`src/rtl/alu_pkg.sv`:
```
// rtl/alu_pkg.sv - opcode encodings, control width and FSM states for alu_mdu
package alu_pkg;

  localparam int ALU_CTRL_W = 5;

  localparam logic [ALU_CTRL_W-1:0] ALU_ADD    = 5'h00;
  localparam logic [ALU_CTRL_W-1:0] ALU_SUB    = 5'h01;
  localparam logic [ALU_CTRL_W-1:0] ALU_AND    = 5'h02;
  localparam logic [ALU_CTRL_W-1:0] ALU_OR     = 5'h03;
  localparam logic [ALU_CTRL_W-1:0] ALU_XOR    = 5'h04;
  localparam logic [ALU_CTRL_W-1:0] ALU_SLT    = 5'h05;
  localparam logic [ALU_CTRL_W-1:0] ALU_SLTU   = 5'h06;
  localparam logic [ALU_CTRL_W-1:0] ALU_SLL    = 5'h07;
  localparam logic [ALU_CTRL_W-1:0] ALU_SRL    = 5'h08;
  localparam logic [ALU_CTRL_W-1:0] ALU_SRA    = 5'h09;
  localparam logic [ALU_CTRL_W-1:0] ALU_MUL    = 5'h0A;
  localparam logic [ALU_CTRL_W-1:0] ALU_MULH   = 5'h0B;
  localparam logic [ALU_CTRL_W-1:0] ALU_MULHSU = 5'h0C;
  localparam logic [ALU_CTRL_W-1:0] ALU_MULHU  = 5'h0D;
  localparam logic [ALU_CTRL_W-1:0] ALU_DIV    = 5'h0E;
  localparam logic [ALU_CTRL_W-1:0] ALU_DIVU   = 5'h0F;
  localparam logic [ALU_CTRL_W-1:0] ALU_REM    = 5'h10;
  localparam logic [ALU_CTRL_W-1:0] ALU_REMU   = 5'h11;

  typedef enum logic [1:0] {
    IDLE,
    CALC,
    DONE
  } alu_state_e;

  function automatic logic is_mul_op(input logic [ALU_CTRL_W-1:0] op);
    return (op >= ALU_MUL) && (op <= ALU_MULHU);
  endfunction

  function automatic logic is_div_op(input logic [ALU_CTRL_W-1:0] op);
    return (op >= ALU_DIV) && (op <= ALU_REMU);
  endfunction

endpackage

```
`src/rtl/alu_mdu_if.sv`:
```
// rtl/alu_mdu_if.sv - request/response handshake bundle between control path and alu_mdu
interface alu_mdu_if
  import alu_pkg::*;
#(
  parameter int WIDTH = 32
) ();

  logic                  i_valid;
  logic                  o_ready;
  logic [ALU_CTRL_W-1:0] i_alu_ctrl;
  logic [WIDTH-1:0]      i_srca;
  logic [WIDTH-1:0]      i_srcb;
  logic                  o_valid;
  logic                  i_ready;
  logic [WIDTH-1:0]      o_alu_result;
  logic                  o_zero;

  modport master (
    output i_valid, i_alu_ctrl, i_srca, i_srcb, i_ready,
    input  o_ready, o_valid, o_alu_result, o_zero
  );

  modport slave (
    input  i_valid, i_alu_ctrl, i_srca, i_srcb, i_ready,
    output o_ready, o_valid, o_alu_result, o_zero
  );

endinterface

```
`src/rtl/alu_core.sv`:
```
// rtl/alu_core.sv - combinational single-cycle ops (ADD..SRA); any other opcode yields 0
module alu_core
  import alu_pkg::*;
#(
  parameter int WIDTH = 32
) (
  input  logic [ALU_CTRL_W-1:0] i_alu_ctrl,
  input  logic [WIDTH-1:0]      i_srca,
  input  logic [WIDTH-1:0]      i_srcb,
  output logic [WIDTH-1:0]      o_result
);

  localparam int SH_W = $clog2(WIDTH);

  logic [SH_W-1:0] w_shamt;
  assign w_shamt = i_srcb[SH_W-1:0];

  always_comb begin
    o_result = '0;
    case (i_alu_ctrl)
      ALU_ADD:  o_result = i_srca + i_srcb;
      ALU_SUB:  o_result = i_srca - i_srcb;
      ALU_AND:  o_result = i_srca & i_srcb;
      ALU_OR:   o_result = i_srca | i_srcb;
      ALU_XOR:  o_result = i_srca ^ i_srcb;
      ALU_SLT:  o_result = {{(WIDTH-1){1'b0}}, ($signed(i_srca) < $signed(i_srcb))};
      ALU_SLTU: o_result = {{(WIDTH-1){1'b0}}, (i_srca < i_srcb)};
      ALU_SLL:  o_result = i_srca << w_shamt;
      ALU_SRL:  o_result = i_srca >> w_shamt;
      ALU_SRA:  o_result = $unsigned($signed(i_srca) >>> w_shamt);
      default:  o_result = '0;
    endcase
  end

endmodule

```
`src/rtl/alu_mdu.sv`:
```
// rtl/alu_mdu.sv - multi-cycle ALU with bit-serial multiply/divide and registered result
// Divider and its fast-path exist only when ALU_MDU_DIV_EN is defined.
module alu_mdu
  import alu_pkg::*;
#(
  parameter int WIDTH = 32
) (
  input logic      i_clk,
  input logic      i_rst,
  alu_mdu_if.slave bus
);

  localparam int CNT_W = $clog2(WIDTH) + 1;

  alu_state_e            r_state;
  alu_state_e            w_next;
  logic [CNT_W-1:0]      r_cnt;
  logic [ALU_CTRL_W-1:0] r_op;
  logic                  r_neg;
  logic                  r_is_div;
  logic [WIDTH-1:0]      r_a;
  logic [2*WIDTH-1:0]    r_acc;
  logic [WIDTH-1:0]      r_result;
  logic                  r_zero;

  logic [ALU_CTRL_W-1:0] w_op;
  logic [WIDTH-1:0]      w_a;
  logic [WIDTH-1:0]      w_b;
  logic [WIDTH-1:0]      w_core_res;

  assign w_op = bus.i_alu_ctrl;
  assign w_a  = bus.i_srca;
  assign w_b  = bus.i_srcb;

  alu_core #(.WIDTH(WIDTH)) u_core (
    .i_alu_ctrl (w_op),
    .i_srca     (w_a),
    .i_srcb     (w_b),
    .o_result   (w_core_res)
  );

  // Iteration runs on magnitudes; r_neg remembers whether the final value must be negated
  logic             w_a_signed;
  logic             w_b_signed;
  logic             w_neg;
  logic [WIDTH-1:0] w_mag_a;
  logic [WIDTH-1:0] w_mag_b;

  assign w_a_signed = (w_op == ALU_MULH) || (w_op == ALU_MULHSU) || (w_op == ALU_DIV) || (w_op == ALU_REM);
  assign w_b_signed = (w_op == ALU_MULH) || (w_op == ALU_DIV) || (w_op == ALU_REM);
  assign w_mag_a    = (w_a_signed && w_a[WIDTH-1]) ? -w_a : w_a;
  assign w_mag_b    = (w_b_signed && w_b[WIDTH-1]) ? -w_b : w_b;
  assign w_neg      = (w_op == ALU_REM) ? w_a[WIDTH-1]
                    : ((w_a_signed & w_a[WIDTH-1]) ^ (w_b_signed & w_b[WIDTH-1]));

  // Shift-add: acc = {partial product, remaining multiplier bits}
  logic [WIDTH:0]     w_mul_sum;
  logic [2*WIDTH-1:0] w_mul_next;
  logic [2*WIDTH-1:0] w_prod;
  logic [WIDTH-1:0]   w_mul_res;

  assign w_mul_sum  = {1'b0, r_acc[2*WIDTH-1:WIDTH]} + (r_acc[0] ? {1'b0, r_a} : '0);
  assign w_mul_next = {w_mul_sum, r_acc[WIDTH-1:1]};
  assign w_prod     = r_neg ? -w_mul_next : w_mul_next;
  assign w_mul_res  = (r_op == ALU_MUL) ? w_prod[WIDTH-1:0] : w_prod[2*WIDTH-1:WIDTH];

  logic             w_div_op;
  logic             w_fast;
  logic [WIDTH-1:0] w_fast_res;
  logic [WIDTH-1:0] w_div_res;

`ifdef ALU_MDU_DIV_EN
  localparam logic [WIDTH-1:0] MIN_NEG = {1'b1, {(WIDTH-1){1'b0}}};

  logic               w_div_q_op;
  logic               w_div_by_zero;
  logic               w_div_ovf;
  logic [WIDTH:0]     w_shift;
  logic [WIDTH:0]     w_diff;
  logic [2*WIDTH-1:0] w_div_next;
  logic               w_q_sel;
  logic [WIDTH-1:0]   w_div_sel;

  assign w_div_op      = is_div_op(w_op);
  assign w_div_q_op    = (w_op == ALU_DIV) || (w_op == ALU_DIVU);
  assign w_div_by_zero = (w_b == '0);
  assign w_div_ovf     = ((w_op == ALU_DIV) || (w_op == ALU_REM)) && (w_a == MIN_NEG) && (w_b == '1);
  assign w_fast        = w_div_op && (w_div_by_zero || w_div_ovf);

  always_comb begin
    w_fast_res = '0;
    if (w_div_by_zero) begin
      w_fast_res = w_div_q_op ? '1 : w_a;
    end else if (w_div_ovf) begin
      w_fast_res = w_div_q_op ? w_a : '0;
    end
  end

  // Restoring step: acc = {partial remainder, dividend bits shifting into quotient}
  assign w_shift    = {r_acc[2*WIDTH-1:WIDTH], r_acc[WIDTH-1]};
  assign w_diff     = w_shift - {1'b0, r_a};
  assign w_div_next = w_diff[WIDTH] ? {w_shift[WIDTH-1:0], r_acc[WIDTH-2:0], 1'b0}
                                    : {w_diff[WIDTH-1:0],  r_acc[WIDTH-2:0], 1'b1};
  assign w_q_sel    = (r_op == ALU_DIV) || (r_op == ALU_DIVU);
  assign w_div_sel  = w_q_sel ? w_div_next[WIDTH-1:0] : w_div_next[2*WIDTH-1:WIDTH];
  assign w_div_res  = r_neg ? -w_div_sel : w_div_sel;
`else
  assign w_div_op   = 1'b0;
  assign w_fast     = 1'b0;
  assign w_fast_res = '0;
  assign w_div_res  = '0;
`endif

  logic             w_go_calc;
  logic [WIDTH-1:0] w_idle_res;
  logic [WIDTH-1:0] w_final;

  assign w_go_calc  = is_mul_op(w_op) || (w_div_op && !w_fast);
  assign w_idle_res = w_fast ? w_fast_res : w_core_res;
  assign w_final    = r_is_div ? w_div_res : w_mul_res;

  always_ff @(posedge i_clk) begin
    if (i_rst) begin
      r_state <= IDLE;
    end else begin
      r_state <= w_next;
    end
  end

  always_comb begin
    w_next      = r_state;
    bus.o_ready = 1'b0;
    bus.o_valid = 1'b0;
    case (r_state)
      IDLE: begin
        bus.o_ready = 1'b1;
        if (bus.i_valid) begin
          w_next = w_go_calc ? CALC : DONE;
        end
      end
      CALC: begin
        if (r_cnt == CNT_W'(1)) begin
          w_next = DONE;
        end
      end
      DONE: begin
        bus.o_valid = 1'b1;
        if (bus.i_ready) begin
          w_next = IDLE;
        end
      end
      default: w_next = IDLE;
    endcase
  end

  always_ff @(posedge i_clk) begin
    if (i_rst) begin
      r_cnt    <= '0;
      r_op     <= '0;
      r_neg    <= 1'b0;
      r_is_div <= 1'b0;
      r_a      <= '0;
      r_acc    <= '0;
      r_result <= '0;
      r_zero   <= 1'b1;
    end else begin
      case (r_state)
        IDLE: begin
          if (bus.i_valid) begin
            r_op     <= w_op;
            r_neg    <= w_neg;
            r_is_div <= w_div_op;
            r_a      <= w_div_op ? w_mag_b : w_mag_a;
            r_acc    <= {{WIDTH{1'b0}}, (w_div_op ? w_mag_a : w_mag_b)};
            if (w_go_calc) begin
              r_cnt <= CNT_W'(WIDTH);
            end else begin
              r_result <= w_idle_res;
              r_zero   <= ~|w_idle_res;
            end
          end
        end
        CALC: begin
          r_acc <= r_is_div ? w_div_next_or_mul() : w_mul_next;
          r_cnt <= r_cnt - CNT_W'(1);
          if (r_cnt == CNT_W'(1)) begin
            r_result <= w_final;
            r_zero   <= ~|w_final;
          end
        end
        default: ;
      endcase
    end
  end

  function automatic logic [2*WIDTH-1:0] w_div_next_or_mul();
`ifdef ALU_MDU_DIV_EN
    return w_div_next;
`else
    return w_mul_next;
`endif
  endfunction

  assign bus.o_alu_result = r_result;
  assign bus.o_zero       = r_zero;

endmodule

```
`src/flat_wrapper.sv`:
```
// flat-port wrapper written by rule: the top's interface ports become plain ports
module alu_mdu_flat import alu_pkg::*;
#(
  parameter int WIDTH = 32
)
  (i_clk, i_rst, bus_i_valid, bus_i_alu_ctrl, bus_i_srca, bus_i_srcb, bus_i_ready, bus_o_ready, bus_o_valid, bus_o_alu_result, bus_o_zero);
  alu_mdu_if #(.WIDTH(WIDTH)) bus_i ();
  input logic i_clk;
  input logic i_rst;
  input wire logic [$bits(bus_i.i_valid)-1:0] bus_i_valid;
  input wire logic [$bits(bus_i.i_alu_ctrl)-1:0] bus_i_alu_ctrl;
  input wire logic [$bits(bus_i.i_srca)-1:0] bus_i_srca;
  input wire logic [$bits(bus_i.i_srcb)-1:0] bus_i_srcb;
  input wire logic [$bits(bus_i.i_ready)-1:0] bus_i_ready;
  output wire logic [$bits(bus_i.o_ready)-1:0] bus_o_ready;
  output wire logic [$bits(bus_i.o_valid)-1:0] bus_o_valid;
  output wire logic [$bits(bus_i.o_alu_result)-1:0] bus_o_alu_result;
  output wire logic [$bits(bus_i.o_zero)-1:0] bus_o_zero;
  assign bus_i.i_valid = bus_i_valid;
  assign bus_i.i_alu_ctrl = bus_i_alu_ctrl;
  assign bus_i.i_srca = bus_i_srca;
  assign bus_i.i_srcb = bus_i_srcb;
  assign bus_i.i_ready = bus_i_ready;
  assign bus_o_ready = bus_i.o_ready;
  assign bus_o_valid = bus_i.o_valid;
  assign bus_o_alu_result = bus_i.o_alu_result;
  assign bus_o_zero = bus_i.o_zero;
  alu_mdu #(.WIDTH(WIDTH)) u_core (.i_clk(i_clk), .i_rst(i_rst), .bus(bus_i));
endmodule
```
`config.mk`:
```
export PLATFORM = sky130hd
export DESIGN_NAME = alu_mdu_flat
export DESIGN_NICKNAME = d
export VERILOG_FILES = /design/src/rtl/alu_pkg.sv /design/src/rtl/alu_mdu_if.sv /design/src/rtl/alu_core.sv /design/src/rtl/alu_mdu.sv /design/src/flat_wrapper.sv
export SDC_FILE = /design/constraint.sdc
export NUM_CORES = 1
export LEC_CHECK = 0
export BUFFER_PORTS_ARGS = -buffer_cell sky130_fd_sc_hd__buf_2
export CAP_MARGIN = 20
export CORE_UTILIZATION = 45
export CTS_CLUSTER_SIZE = 28
export DETAILED_ROUTE_END_ITERATION = 8
export GPL_ROUTABILITY_DRIVEN = 1
export PLACE_DENSITY = 0.67
export SYNTH_ARGS = -nofsm -noshare
export SYNTH_HDL_FRONTEND = slang
export SYNTH_SLANG_ARGS = --single-unit
```
`constraint.sdc`:
```
create_clock -name i_clk -period 7.1 [get_ports i_clk]
set_input_delay 1.775 -clock i_clk [delete_from_list [all_inputs] [get_ports i_clk]]
set_output_delay 1.775 -clock i_clk [all_outputs]
set_load 0.02 [all_outputs]
```
==> results of run 1 <==
==> placed cells by master (no fill, tap or decap), drive strengths merged, types with 38 or more instances in the layout <==
cell type	Yosys	final
ha	134	134
nor4	38	38
o21ai	153	153
nand3	95	95
o211ai	50	50
and2	51	51
inv	109	114
nand2	303	303
mux4	64	64
dfxtp	143	143
nor2	301	301
buf	58	183
a22oi	48	48
mux2i	57	57
nor3	82	82
a211oi	79	79
nand4	49	49
a31oi	43	43
a21oi	241	241
xnor2	91	91
==> power groups by stage <==
stage          sequential, mW  combinational (mW)  clock, mW
2_1_floorplan           0.927               0.905          0
3_3_place_gp            0.929                1.39          0
3_5_place_dp            0.933                1.39          0
4_1_cts                 0.915                1.40      0.896
5_1_grt                 0.924                1.53      0.931
6_report                0.918                1.46      0.888
==> state kept, by name, indices dropped and copies added, names as in the netlist <==
signal                   cells
u_core.r_state               2
u_core.bus.o_zero            1
u_core.r_cnt                 6
u_core.r_op                  5
u_core.r_neg                 1
u_core.bus.o_alu_result     32
u_core.r_a                  32
u_core.r_acc                64
==> critical path, cell delays in order <==
cell,delay (ps)
buf_2,340
inv_1,420
ha_1,610
nor4_1,490
nand2_1,140
nor2_1,150
o311ai_0,230
a31oi_1,380
o21ai_0,190
a21oi_1,510
o311a_1,540
nand4_1,190
nor4_1,340
a31oi_1,140
o31ai_1,90
==> cell usage after synthesis (13+ instances only) <==
| library cell | number |
|---|---|
| or3_1 | 18 |
| a221oi_1 | 21 |
| a22oi_1 | 48 |
| o211ai_1 | 48 |
| nor4_1 | 36 |
| a31oi_1 | 43 |
| buf_1 | 28 |
| o41ai_1 | 18 |
| nor3_1 | 79 |
| nor2b_1 | 31 |
| o2111ai_1 | 13 |
| nor2_1 | 301 |
| inv_1 | 109 |
| mux2_2 | 30 |
| ha_1 | 134 |
| nand2_1 | 302 |
| xnor2_1 | 91 |
| o221ai_1 | 17 |
| clkbuf_1 | 195 |
| nand3_1 | 95 |
| a21oi_1 | 240 |
| o211a_1 | 13 |
| xor2_1 | 28 |
| nand2b_1 | 30 |
| a211o_1 | 28 |
| buf_2 | 22 |
| o21ai_0 | 150 |
| nand4_1 | 49 |
| mux2i_1 | 57 |
| or2_2 | 19 |
| and2_1 | 49 |
| and3_1 | 19 |
| o21a_1 | 19 |
| o22ai_1 | 17 |
| mux4_2 | 64 |
| o31ai_1 | 29 |
| a211oi_1 | 74 |
| dfxtp_1 | 143 |
| o311ai_0 | 13 |
| a21o_1 | 31 |
==> per-layer routing <==
layer  global-route usage, %  vias up  routed length (um)
li1                        -    10939                   -
met1                   56.57    11862               41920
met2                   66.41     1835               45500
met3                   10.40      377               12590
met4                   25.62        4                7345
met5                       0        -                  24
==> metrics by stage <==
stage	power (mW)	utilization, %	instance area [sq um]	instances
2_1_floorplan	1.832	-	21180	2953
5_1_grt	3.385	48.87	22700	3521
3_3_place_gp	2.321	47.60	22120	3488
4_1_cts	3.211	48.83	22690	3520
3_5_place_dp	2.327	47.60	22120	3488
6_report	3.268	48.88	22710	3523
==> path summary, 6_finish.rpt <==
path	slack (ps)	start	to	depth (start not counted)
worst max register to register	1610	u_core.r_acc[0]	u_core.bus.o_zero	15
worst max-delay path	930	bus_i_srca[16]	u_core.bus.o_zero	15
worst min register to register	450	u_core.bus.o_alu_result[9]	u_core.bus.o_alu_result[9]	2
worst min-delay path	450	u_core.bus.o_alu_result[9]	u_core.bus.o_alu_result[9]	2
==> logic make-up after synthesis <==
family          Yosys count  synth area share (%)
buf+inv                 363                 6.783
simple gates           1091                 24.89
flops                   143                 13.52
fa+ha+maj               137                 8.201
xor+xnor                119                 4.922
mux                     151                 11.10
compound gates          949                 30.59
==> cell type report <==
| class | instances | share of cell area (%) |
|---|---|---|
| Tap cell | 607 | 3.345 |
| Clock buffer | 19 | 1.951 |
| Inverter | 109 | 1.802 |
| Sequential cell | 143 | 12.61 |
| Clock inverter | 13 | 0.5676 |
| Timing Repair Buffer | 183 | 5.102 |
| Multi-Input combinational cell | 2447 | 74.60 |
| Antenna cell | 2 | 0.02204 |
==> flow_metrics.py, run 1 <==
metrics = {
    "power": {
        "clkPwrFrac_pct": 27.2,
        "combPwrFrac_pct": 44.7,
        "swShare_pct": 43.75,
        "irDropWorstVdd_uv": 199.6,
        "leakagePower_nw": 8.922,
        "intPower_mw": 1.838,
        "p_per_area_nw_per_um2": 143.9,
        "sequentialPowerShare_pct": 28.1,
        "net-switching-power_mw": 1.430,
    },
    "clocking": {
        "cts_sinks": 143,
        "worstSkewPairLatency_ps": 450,
        "clk_pin_slew_worst_paths_ps": 70,
        "cts_buffers": 17,
        "ctsResizeCount": 0,
        "cts_root_buf": "clkbuf_16",
        "post_cts_buffers": 0,
        "cts_tree": "done",
        "ctsLongestPathBuffers": 2,
        "hold_buffers": 0,
        "htree_levels": 4,
    },
    "placed_design": {
        "dp_slack_ps": 782.5,
        "port_buffers": 107,
        "gp_congestion": 1.094,
        "hpwlAfterDp_um": 82400,
    },
    "synthesis": {
        "avgSynthCellArea_sq_um": 7.171,
        "synth_cells": 2953,
        "synth-edff-count": 0,
        "synth_cell_types": 102,
        "synth_area_sq_um": 21180,
        "yosys.area.top_type_share_pct": 13.52,
        "yosys_most_used_dff": "dfxtp_1",
        "ys_top_cells_by_area": "dfxtp_1, ha_1, mux4_2",
        "seq_area_frac_synth_pct": 13.52,
        "synth-async-reset-ratio_pct": 0,
        "yosysTopAreaCell": "dfxtp_1",
        "ys_ff_latch": 143,
        "syn-num-nets": 3163,
        "yosysWarnings": 0,
    },
    "routing": {
        "ant_nets": 0,
        "initialDrtViolationCount": 3182,
        "drt_wl_total_um": 107400,
        "drt-pass1-iter-count": 6,
        "drc": 0,
        "wl_per_cell_um": 30.48,
        "dr_total_vias": 25017,
        "drt-vias-per-instance": 7.101,
    },
    "die": {
        "core_sq_um": 46460,
        "dieWidth_um": 218.9,
        "fp.dieH_um": 218.9,
        "ios": 108,
        "die-area_sq_um": 47930,
        "rows": 79,
        "start_util_pct": 45.58,
    },
    "grt": {
        "antenna_found_initial": 5,
        "overflow": 0,
        "grt_max_degree": 96,
        "grt_usage_pct": 43.87,
        "grt_pass1_wl_um": 155100,
        "grt_pass1_vias": 22893,
    },
    "sta": {
        "rsz0062_at_grt": "false",
        "clock_skew_ps": 11.11,
        "fin_crit_ps": 6171,
        "hold_slack_ps": 454.4,
        "hold_viol": 0,
        "slew_viol_final": 0,
        "fin_setup_tns_ps": 0,
        "clock.fmax_ghz": 0.1621,
        "post-route-period-util_pct": 86.91,
        "worstMarginPinSlew_ps": 1057,
        "postLayoutSetupSlackWorst_ps": 929.1,
        "finalSetupViolations": 0,
        "max_slew_margin_pct": 29.25,
    },
    "status": {
        "outcome": "finished clean",
    },
    "flow_run": {
        "max_cap_viol_count": 0,
    },
    "cells_and_area": {
        "num-fill-cells": 4707,
        "fin_nets": 3111,
        "syn_to_final_growth_pct": 7.226,
        "multi_input_area_sq_um": 16940,
        "regArea_sq_um": 2863,
        "drive_gt1_share_pct": 12.90,
    },
    "worst_setup_path": {
        "critPathMaxFanout": 14,
        "cp_data_arrival_time_ps": 6530,
        "cp.required_ps": 7460,
        "startpoint_type": "input pin",
        "cp-end-kind": "flip-flop",
        "critPathKind": "in2reg",
    },
    "hold_path": {
        "hp-class": "reg2reg",
    },
}
(Power assumes the default switching activity.)
==> run 2: changes to the inputs <==
CAP_MARGIN = not set   (was 20)
REMOVE_ABC_BUFFERS = 1   (was not set)
TNS_END_PERCENT = 1   (was not set)
==> flow_metrics.py, run 2 (synthesized netlist as in run 1, its figures left out) <==
metrics = {
    "status": {
        "outcome": "finished clean",
    },
    "placed_design": {
        "port_buffers": 107,
        "gp_congestion": 1.116,
        "post-place-cells": 3488,
        "post_dp_cell_area_sq_um": 22090,
        "hpwlAfterDp_um": 75950,
        "dp_slack_ps": 893.9,
    },
    "worst_setup_path": {
        "worstSetupPathDepth": 17,
        "reg2reg_depth": 14,
        "path_cells": "buf_4 -> inv_1 -> ha_1 -> o21bai_1 -> o211ai_1 -> a2111oi_0 -> buf_4 -> nor2_1 -> or2_2 -> a221oi_1 -> o21ai_0 -> buf_4 -> a2111oi_0 -> nand4_1 -> nor4_1 -> a31oi_1 -> o31ai_1",
        "cp_slowest_cell": "a2111oi_0",
        "startpoint_type": "input pin",
        "rrSetupSlack_ps": 1810,
        "critPathKind": "in2reg",
        "cpMostUsedCell": "buf_4",
        "cp-end-kind": "flip-flop",
        "cp.required_ps": 7460,
        "timing.rr.start": "u_core.r_acc[0]",
        "critPathMaxFanout": 26,
        "endpoint": "u_core.bus.o_zero",
        "critical_path.top_delay_family": "compound AO/OA/AOI/OAI gates",
        "startpoint": "bus_i_srcb[1]",
        "worstReg2RegEnd": "u_core.bus.o_zero",
        "cpPeakStageDelay_ps": 500,
        "cp_data_arrival_time_ps": 6310,
        "critical_path_buf_inv_count": 4,
    },
    "routing": {
        "ant_nets": 0,
        "drt-pass1-iter-count": 7,
        "drt_wl_total_um": 98540,
        "dr_total_vias": 24376,
        "initialDrtViolationCount": 3313,
        "drt-vias-per-instance": 6.923,
        "drc": 0,
        "wl_per_cell_um": 27.99,
    },
    "flow_run": {
        "max_cap_viol_count": 0,
    },
    "power": {
        "irDropWorstVdd_uv": 180.3,
        "leakagePower_nw": 8.924,
        "p_per_area_nw_per_um2": 144.4,
        "p_total_mw": 3.278,
        "swShare_pct": 41.83,
        "net-switching-power_mw": 1.371,
        "intPower_mw": 1.907,
        "clkPwrFrac_pct": 29.1,
        "combPwrFrac_pct": 42.9,
        "sequentialPowerShare_pct": 28.0,
    },
    "clocking": {
        "cts_buffers": 17,
        "worstSkewPairLatency_ps": 460,
        "htree_levels": 4,
        "cts_sinks": 143,
        "ctsLongestPathBuffers": 2,
        "cts_tree": "done",
        "post_cts_buffers": 0,
        "cts_root_buf": "clkbuf_16",
        "ctsResizeCount": 0,
        "clk_pin_slew_worst_paths_ps": 60,
        "hold_buffers": 0,
    },
    "sta": {
        "hold_viol": 0,
        "max_slew_margin_pct": 20.43,
        "clock.fmax_ghz": 0.1680,
        "worstMarginPinSlew_ps": 1192,
        "post-route-period-util_pct": 83.82,
        "clock_skew_ps": 13.80,
        "rsz0062_at_grt": "false",
        "hold_slack_ps": 448.2,
        "slew_viol_final": 0,
        "fin_crit_ps": 5951,
        "fin_setup_tns_ps": 0,
        "postLayoutSetupSlackWorst_ps": 1149,
        "finalSetupViolations": 0,
    },
    "grt": {
        "grt_pass1_wl_um": 145000,
        "grt_usage_pct": 40.30,
        "antenna_found_initial": 0,
        "grt_max_degree": 93,
        "overflow": 0,
        "grt_pass1_vias": 22370,
    },
    "die": {
        "ios": 108,
        "core_sq_um": 46460,
        "fp.dieH_um": 218.9,
        "die-area_sq_um": 47930,
        "dieWidth_um": 218.9,
        "rows": 79,
        "start_util_pct": 45.58,
    },
    "cells_and_area": {
        "syn_to_final_growth_pct": 7.238,
        "final_common_cell": "nand2_1",
        "post-route-util_pct": 48.88,
        "postLayoutCellArea_sq_um": 22710,
        "drive_gt1_share_pct": 12.84,
        "top_register": "u_core.r_acc",
        "final_cell_mix": "nand2_1, nor2_1, a21oi_1",
        "largest_register_ffs": 64,
        "fin_cells": 3521,
        "fin_nets": 3110,
    },
    "hold_path": {
        "hp-class": "reg2reg",
    },
}
-- run 2: cell types whose count changed in the layout (fill, tap and decap cells not counted), sizes merged --
cell / change
clkinvlp: -1
buf: -1
inv: +2
clkinv: -3
diode: -1
bufinv: +2
-- run 2: how the worst min path moves through the flow --
stage / cells past startpoint / from / slack (ps) / end
2_1_floorplan: 2 / u_core.r_op[2] / 430 / u_core.r_op[2]
3_3_place_gp: 2 / u_core.bus.o_alu_result[7] / 440 / u_core.bus.o_alu_result[7]
3_5_place_dp: 2 / u_core.bus.o_alu_result[18] / 440 / u_core.bus.o_alu_result[18]
4_1_cts: 2 / u_core.bus.o_alu_result[18] / 450 / u_core.bus.o_alu_result[18]
5_1_grt: 2 / u_core.bus.o_alu_result[9] / 480 / u_core.bus.o_alu_result[9]
6_report: 2 / u_core.bus.o_alu_result[18] / 450 / u_core.bus.o_alu_result[18]
-- run 2: power by group through the flow --
stage	Clock [mW]	Sequential (mW)	Combinational (mW)
final	0.955	0.916	1.41
after floorplan	0	0.940	0.808
after CTS	0.967	0.914	1.36
after global placement	0	0.928	1.35
after detailed placement	0	0.931	1.35
after global routing	0.999	0.922	1.49
-- run 2: final cells by class --
type | instances | area [sq um]
well taps | 607 | 759.5
inverters | 109 | 409.1
clock inverters | 13 | 173.9
repair buffers | 182 | 1119
diodes | 1 | 2.502
flip-flops and latches | 143 | 2863
clock buffers | 19 | 442.9
fillers | 4801 | 23750
multi-input cells | 2447 | 16940
-- run 2: metal layers --
| layer | global-route usage [%] | part of all wire (%) | vias to the layer above |
|---|---|---|---|
| met2 | 63.32 | 44 | 1488 |
| met4 | 25.72 | 7.1 | 0 |
| met1 | 50.61 | 39 | 11683 |
| met3 | 7.415 | 9.7 | 292 |
| met5 | 0 | 0 | - |
| li1 | - | - | 10913 |
-- run 2: tightest hold or removal path, cell delays in order, from the launching register on --
cell     delay [ps]
dfxtp_1         300
nand2_1          50
a21oi_1          50
